==> src/rtl/cic_sample_fifo.sv <==
// Offset-correcting, saturating sample stage feeding a first-word-fall-through FIFO.
// Optional 4-sample block averager enabled by defining CIC_SAMPLE_AVG4_EN.
module cic_sample_fifo #(
    parameter int NUMBITS    = 25,
    parameter int FIFO_DEPTH = 8,
    localparam int AW        = $clog2(FIFO_DEPTH)
) (
    input  logic               clk,
    input  logic               reset,
    input  logic [NUMBITS-1:0] cic_in,
    input  logic               cic_valid,
    input  logic [NUMBITS-1:0] offset,
    output logic [NUMBITS-1:0] dout,
    output logic               dout_valid,
    input  logic               dout_ready,
    output logic [AW:0]        fifo_count,
    output logic               overflow,
    input  logic               clear_overflow
);

    localparam logic [AW:0]   FULL_CNT = FIFO_DEPTH[AW:0];
    localparam logic [AW:0]   CNT_ONE  = 1;
    localparam logic [AW-1:0] PTR_ONE  = 1;

    logic [NUMBITS:0]   diff_wide;
    logic [NUMBITS-1:0] diff_sat;
    logic [NUMBITS-1:0] diff_reg;
    logic               s1_valid;
    logic               push;
    logic [NUMBITS-1:0] push_data;

    assign diff_wide = {1'b0, cic_in} - {1'b0, offset};

    // Both operands are unsigned, so the result only leaves range when the top two bits disagree.
    always_comb begin
        diff_sat = diff_wide[NUMBITS-1:0];
        if (diff_wide[NUMBITS] != diff_wide[NUMBITS-1])
            diff_sat = diff_wide[NUMBITS] ? {1'b1, {(NUMBITS-1){1'b0}}}
                                          : {1'b0, {(NUMBITS-1){1'b1}}};
    end

    always_ff @(posedge clk) begin
        if (reset) begin
            diff_reg <= '0;
            s1_valid <= 1'b0;
        end else begin
            s1_valid <= cic_valid;
            if (cic_valid)
                diff_reg <= diff_sat;
        end
    end

`ifdef CIC_SAMPLE_AVG4_EN
    logic [NUMBITS+1:0] avg_sum;
    logic [NUMBITS+1:0] avg_total;
    logic [1:0]         avg_phase;

    // The 4th sample is folded in combinationally so the push keeps the 2-cycle latency.
    assign avg_total = avg_sum + {{2{diff_reg[NUMBITS-1]}}, diff_reg};
    assign push      = s1_valid && (avg_phase == 2'd3);
    assign push_data = avg_total[NUMBITS+1:2];

    always_ff @(posedge clk) begin
        if (reset) begin
            avg_sum   <= '0;
            avg_phase <= 2'd0;
        end else if (s1_valid) begin
            avg_phase <= avg_phase + 2'd1;
            avg_sum   <= (avg_phase == 2'd3) ? '0 : avg_total;
        end
    end
`else
    assign push      = s1_valid;
    assign push_data = diff_reg;
`endif

    logic [NUMBITS-1:0] mem [FIFO_DEPTH];
    logic [AW-1:0]      wr_ptr;
    logic [AW-1:0]      rd_ptr;
    logic               full;
    logic               pop;
    logic               do_push;
    logic               drop;

    assign full       = (fifo_count == FULL_CNT);
    assign dout_valid = (fifo_count != '0);
    assign pop        = dout_valid && dout_ready;
    assign do_push    = push && (!full || pop);
    assign drop       = push && full && !pop;
    assign dout       = dout_valid ? mem[rd_ptr] : '0;

    always_ff @(posedge clk) begin
        if (!reset && do_push)
            mem[wr_ptr] <= push_data;
    end

    always_ff @(posedge clk) begin
        if (reset) begin
            wr_ptr     <= '0;
            rd_ptr     <= '0;
            fifo_count <= '0;
            overflow   <= 1'b0;
        end else begin
            if (do_push)
                wr_ptr <= wr_ptr + PTR_ONE;
            if (pop)
                rd_ptr <= rd_ptr + PTR_ONE;
            case ({do_push, pop})
                2'b10:   fifo_count <= fifo_count + CNT_ONE;
                2'b01:   fifo_count <= fifo_count - CNT_ONE;
                default: fifo_count <= fifo_count;
            endcase
            if (drop)
                overflow <= 1'b1;
            else if (clear_overflow)
                overflow <= 1'b0;
        end
    end

endmodule

==> config.mk <==
export PLATFORM = sky130hd
export DESIGN_NAME = cic_sample_fifo
export DESIGN_NICKNAME = d
export VERILOG_FILES = /design/src/rtl/cic_sample_fifo.sv
export SDC_FILE = /design/constraint.sdc
export NUM_CORES = 1
export LEC_CHECK = 0
export CAP_MARGIN = 20
export CELL_PAD_IN_SITES_DETAIL_PLACEMENT = 1
export CELL_PAD_IN_SITES_GLOBAL_PLACEMENT = 1
export CORE_AREA = 5 5 183 185
export CTS_BUF_LIST = sky130_fd_sc_hd__clkbuf_8 sky130_fd_sc_hd__clkbuf_16
export DETAILED_ROUTE_END_ITERATION = 10
export DIE_AREA = 0 0 188 190
export PLACE_DENSITY = 0.74
export SYNTH_ARGS = -nofsm -noshare
export SYNTH_HDL_FRONTEND = slang
export SYNTH_SLANG_ARGS = --single-unit
==> constraint.sdc <==
create_clock -name clk -period 4.45 [get_ports clk]
set_input_delay 1.335 -clock clk [delete_from_list [all_inputs] [get_ports clk]]
set_output_delay 1.335 -clock clk [all_outputs]
set_load 0.01 [all_outputs]
Word level (Yosys, flattened, before mapping). Memories as Yosys holds them, arrays and structs flattened. A register that Yosys moved wholly into a read port is not among the register bits. Index checks and enable logic that the tools add are counted.

Add/sub/neg operators: 5. Equality and inequality tests: 4. Muxes and demuxes: 10. Reduce and logical (&&, ||, !) cells: 12.

Operator list (count): two-way mux 25 bit (3); subtractor 25 x 25 -> 26 bit (1); case mux 4 bit (2 select lines) (1); adder 3 x 1 -> 3 bit (second input constant) (2); two-way mux 3 bit (2); logical AND 1 bit (5); adder 4 x 1 -> 4 bit (second input constant) (1); == test 4 bit (second input constant) (1); two-way mux 1 bit (4); nonzero test 2 bit (2); nonzero test 4 bit (1); subtractor 4 x 1 -> 4 bit (second input constant) (1); logical NOT 1 bit (3); == test 2 x 1 -> 1 bit (second input constant) (1); == test 2 bit (second input constant) (1); logical OR 1 bit (1); inequality test 1 bit (1).

Register bits after elaboration: 37. Bits in writable memories: 200. Input port bits: 55. Logic and storage cells: 38. Memories: 1.

Memories: mem (words 8, width 25, read ports 1, clocked after memory_dff 1, wr ports 1, line 77) `logic [NUMBITS-1:0] mem [FIFO_DEPTH];`.

Depth between registers and ports, before layout. Gate-level depths: netlist of the first run.

Depth in word-level cells: 7. Depth in mapped cells: 13. Depth with buffers taken out: 12.

Worst setup path before layout of the first run. Ideal clock, no wire load.

Kind: input to register. From: input port dout_ready. To: memory mem[0][0] (enable). Data arrival time: 4.291 ns. Path slack: -0.312 ns. Cell stages on the path: 4. Path through: nand3b_1 nand2_1 or2_2 nor4_1.

Word-level cells in the longest chain between the ends: 6.

Ends and longest elaborated chain: start, declared (line 15) `input logic dout_ready,`; logical AND 1 bit (line 87) `assign pop = dout_valid && dout_ready;`; logical OR 1 bit (line 88) `assign do_push = push && (!full || pop);`; logical AND 1 bit (line 88); logical AND 1 bit (line 93) `if (!reset && do_push)`; two-way mux 1 bit (line 93); two-way mux 1 bit (not written as such) (line 94) `mem[wr_ptr] <= push_data;`; end, declared (line 77).

Every way passes these cells.

==> results of run 1 <==
-- critical path, delay by kind of cell (launching register included) --
family / cells / cell delay (ns)
buf+inv: 2 / 0.81
simple gates: 1 / 0.07
flops: 1 / 0.58
mux: 2 / 0.78
-- stage by stage --
step	instance area [µm²]	utilization	setup WS, ns
floorplan	10900	-	-0.183
global placement	12400	0.390	0.0363
CTS	13200	0.413	0.275
finish	13200	0.413	0.339
global route	13200	0.413	0.164
detailed placement	12400	0.390	-0.0288
-- Yosys cell counts (16+ instances only) --
master and number:
nor2_1 76, a21oi_1 33, edfxtp_1 200, nand2_1 23
inv_1 38, clkbuf_1 28, ha_1 30, mux2i_1 30
a211oi_1 23, dfxtp_1 40, maj3_1 16, mux4_2 50
-- area by class of cell --
type	instances	share of cell area
clock inverters	16	0.0107
clock buffers	25	0.0458
multi-input cells	428	0.293
flip-flops and latches	240	0.517
inverters	38	0.0108
repair buffers	112	0.0838
well taps	408	0.0388
-- power groups by stage --
stage	registers [mW]	logic [mW]	clock network, mW
after floorplan	2.65	1.08	0
after global placement	2.72	1.71	0
after detailed placement	2.74	1.75	0
after CTS	2.69	1.75	1.96
after global routing	2.70	1.88	2.07
final	2.68	1.70	1.91
-- cells by family after synthesis --
family                   synth area share
flip-flops                          0.623
AND/OR/NAND/NOR                    0.0632
AO/OA/AOI/OAI                      0.0721
multiplexers                        0.132
buffers and inverters              0.0289
adder cells (fa/ha/maj)            0.0589
XOR/XNOR                           0.0218
-- routing by layer --
metal | share of wire | up-vias | GRT usage
met5 | 0 | - | 0
met4 | 0.014 | 0 | 0.0294
met3 | 0.053 | 26 | 0.0160
met2 | 0.48 | 170 | 0.231
met1 | 0.45 | 3202 | 0.192
li1 | - | 3051 | -
-- worst max-delay path by stage --
| stage | startpoint | depth (start not counted) | slack, ns | to |
|---|---|---|---|---|
| after floorplan | reset | 3 | -0.18 | mem[1][0] |
| after global placement | offset[0] | 13 | 0.04 | diff_reg[1] |
| after detailed placement | offset[0] | 13 | -0.03 | diff_reg[19] |
| after CTS | flip-flop | 5 | 0.28 | dout[4] |
| after global routing | flip-flop | 5 | 0.16 | dout[4] |
| final | flip-flop | 5 | 0.34 | dout[4] |
==> run summary, run 1 <==
vias -> 6,449
RSZ-0062 raised after global routing -> no
Setup crit end kind -> output pin
PortBufs -> 85
RR Startpoint -> fifo_count[3]
filler-free cell count of the finished design -> 1,267
Synth area leader -> edfxtp_1
Worst VDD drop -> 0.000279 V
initial antenna violation count -> 0
drt pass-1 iters -> 4
GRT overflow -> 0
sequential fraction of the synthesis area -> 0.623
Setup Skew -> 0.0130 ns
Most used DFF post-synth -> edfxtp_1
Mapped Area -> 0.0109 mm²
crit path time final -> 4.11 ns
leading cell type in the layout, fill and taps excluded -> edfxtp_1
Psw -> 1.71 mW
Synth top area share -> 0.550
final setup violation count -> 0
Hold Vio Cnt, Final -> 0
Post-DP HPWL -> 16,100 µm
core area -> 0.0319 mm²
initial drt markers -> 396
Slew @ Worst Pin -> 0.537 ns
Post-route DRC -> 0
wire per inst -> 19.1 µm
Clock Pin Slew Worst Setup and Hold Paths -> 0.06 ns
hold path startpoint -> overflow
largest net degree at the start of global routing -> 51
internal power -> 4.59 mW
hold-fix buffers at CTS -> 0
crit path max fanout -> 17
most frequent cells in the layout -> edfxtp_1, clkdlybuf4s50_1, nor2_1
TNS Setup -> 0 ns
main area contributors after synthesis -> edfxtp_1, mux4_2, dfxtp_1
crit path cell chain -> buf_4 > mux4_2 > mux2i_1 > nor2_1 > clkdlybuf4s50_1
fin nets -> 930
CTS resizes -> 0
Hold WC Path Type -> reg2reg
antenna-violating nets left -> 0
Syn-to-layout area delta -> 20.6%
total global routing track utilization -> 0.137
Cells after Synth -> 747
status -> finished, final reports clean
Sw Share -> 0.272
TritonCTS clock tree -> done
Min Hold Slack -> 0.469 ns
crit path DAT -> 2.78 ns
worst-case reg-to-reg path depth -> 10
Post-synth ARST share -> 0
clk sink count -> 240
Pwr Total -> 6.30 mW
Max Freq -> 243 MHz
hold endpoint -> overflow
postcts setup bufs -> 0
Distinct cells, synth -> 58
post-synthesis register bit count -> 240
first-pass GRT wire length -> 39,600 µm
Clk pwr share -> 0.304
max-cap violations -> 0
number of global-route vias before repair -> 7,090
Crit path required time -> 3.12 ns
total wire length -> 24,200 µm
die width -> 188 µm
Initial Util -> 0.342
Final Cycle Share -> 0.924
slew margin rel. -> 0.642
Filler Cells Inserted -> 3,253
clk buf depth -> 3
TritonCTS Buffers -> 23
num ports -> 86
Seq pwr share -> 0.426
die area -> 0.0357 mm²
Final Max Slew Viols -> 0
hold-critical path depth -> 2
GPL Wtd Cong -> 0.800
# rows -> 66
n_diodes -> 0
CP startpoint kind -> flip-flop
Avg Inst Size Synth -> 14.6 µm²
Worst-Skew Late Latency -> 0.50 ns
Pleak -> 4.48 nW
layout cells sized above 1 -> 0.158
area occupied by multi-input gates -> 0.00385 mm²
reg2reg setup slack -> 1.74 ns
Yosys warning count -> 0
register area -> 0.00681 mm²
Post-synth EDFFs -> 200
slowest CP cell -> dfxtp_4
Mapped Nets -> 834
placed cells -> 1,226
Power Density -> 479 mW/mm²
clk root buf -> clkbuf_16
Critical R2R Capture -> fifo_count[3]
Comb power frac -> 0.271
# H-tree levels -> 1
Worst Setup Path Type -> reg2out
Die Ht -> 190 µm
slowest cell delay on critical path -> 0.58 ns
via-per-instance ratio -> 5.09
max reg flops -> 200
Note: power is estimated with default switching activity, not from simulation.
==> run 2: changes to the inputs <==
- CORE_AREA: 5 5 183 185 -> 5 5 164 166
- DIE_AREA: 0 0 188 190 -> 0 0 169 171
- PLACE_DENSITY: 0.74 -> 0.87
==> run summary, run 2 (synthesis results as in run 1) <==
initial drt markers -> 324
largest net degree at the start of global routing -> 48
fin util -> 0.512
# rows -> 59
Post-route DRC -> 0
Crit path required time -> 3.12 ns
Initial Util -> 0.429
slew margin rel. -> 0.620
Slew @ Worst Pin -> 0.570 ns
Setup crit end kind -> output pin
Die Ht -> 171 µm
postcts setup bufs -> 0
# H-tree levels -> 1
crit path DAT -> 2.84 ns
wire per inst -> 21.3 µm
max-cap violations -> 0
Filler Cells Inserted -> 2,529
Post-DP HPWL -> 17,200 µm
most frequent cells in the layout -> edfxtp_1, clkdlybuf4s50_1, nor2_1
clk buf depth -> 3
hold-fix buffers at CTS -> 0
status -> finished, final reports clean
Final Cycle Share -> 0.938
first-pass GRT wire length -> 40,100 µm
Hold WC Path Type -> reg2reg
via-per-instance ratio -> 5.49
number of global-route vias before repair -> 7,055
leading cell type in the layout, fill and taps excluded -> edfxtp_1
clk sink count -> 240
RSZ-0062 raised after global routing -> no
Setup Skew -> 0.0148 ns
Max Freq -> 240 MHz
TritonCTS Buffers -> 23
antenna-violating nets left -> 0
Power Density -> 478 mW/mm²
register area -> 0.00681 mm²
Pleak -> 4.44 nW
PortBufs -> 85
core area -> 0.0255 mm²
total global routing track utilization -> 0.176
Clock Pin Slew Worst Setup and Hold Paths -> 0.06 ns
layout cells sized above 1 -> 0.168
TNS Setup -> 0 ns
final setup violation count -> 0
crit path time final -> 4.17 ns
total wire length -> 25,400 µm
GPL Wtd Cong -> 0.873
clk root buf -> clkbuf_16
TritonCTS clock tree -> done
die width -> 169 µm
fin nets -> 931
Worst Setup Path Type -> reg2out
crit path max fanout -> 24
n_diodes -> 0
Final Max Slew Viols -> 0
area occupied by multi-input gates -> 0.00385 mm²
CP startpoint kind -> flip-flop
drt pass-1 iters -> 4
CTS resizes -> 0
Hold Vio Cnt, Final -> 0
num ports -> 86
initial antenna violation count -> 0
max reg flops -> 200
GRT overflow -> 0
Syn-to-layout area delta -> 19.4%
Worst-Skew Late Latency -> 0.51 ns
Worst VDD drop -> 0.000280 V
die area -> 0.0289 mm²
vias -> 6,571
==> run 2: final timing paths <==
check             cells past startpoint            end          start  slack [ns]
setup / recovery                      5        dout[3]      flip-flop        0.28
hold / removal                        2       overflow       overflow        0.47
setup reg to reg                     10  fifo_count[3]  fifo_count[3]        1.62
hold reg to reg                       2       overflow       overflow        0.47
==> run 2: area by class of cell <==
class | count | area share
Sequential cell | 240 | 0.523
Multi-Input combinational cell | 428 | 0.295
Clock buffer | 25 | 0.0471
Timing Repair Buffer | 113 | 0.0843
Inverter | 38 | 0.0109
Clock inverter | 17 | 0.00739
Tap cell | 335 | 0.0322
==> run 2: where the power goes <==
part           internal (mW)  switching (mW)  total [mW]
registers               2.54           0.173        2.71
clock network           1.00           0.814        1.82
logic                  0.905           0.794        1.70
total                   4.45            1.78        6.23
==> run 2: metal layers <==
layer / share of wire / wire (µm) / global-route usage
met5: 0 / 0 / 0
met4: 0.016 / 416 / 0.0445
met3: 0.051 / 1310 / 0.0217
met2: 0.51 / 12900 / 0.310
met1: 0.42 / 10700 / 0.235
==> run 2: metrics by stage <==
step | power, mW | hold WS, ns | cells | cell area, µm² | setup slack, ns
final | 6.23 | 0.473 | 1196 | 13000 | 0.277
after global routing | 6.55 | 0.504 | 1196 | 13000 | 0.122
after CTS | 6.30 | 0.479 | 1196 | 13000 | 0.225
after detailed placement | 4.48 | 0.470 | 1154 | 12300 | -0.0783
after global placement | 4.40 | 0.466 | 1154 | 12300 | 0.0794
after floorplan | 3.73 | 0.470 | 747 | 10900 | -0.183
==> run 2: worst max-delay path: stages (launching register included) <==
cell and delay (ns):
dfxtp_4 0.68, buf_12 0.26, mux4_2 0.53, mux2i_1 0.29
nor2_1 0.07, clkdlybuf4s50_1 0.49
==> run 3: changes to the inputs <==
- ABC_CLOCK_PERIOD_IN_PS: unset -> 4450
- SLEW_MARGIN: unset -> 0
==> results of run 3 <==
Final layout, timing and power as in run 2 (identical DEF).
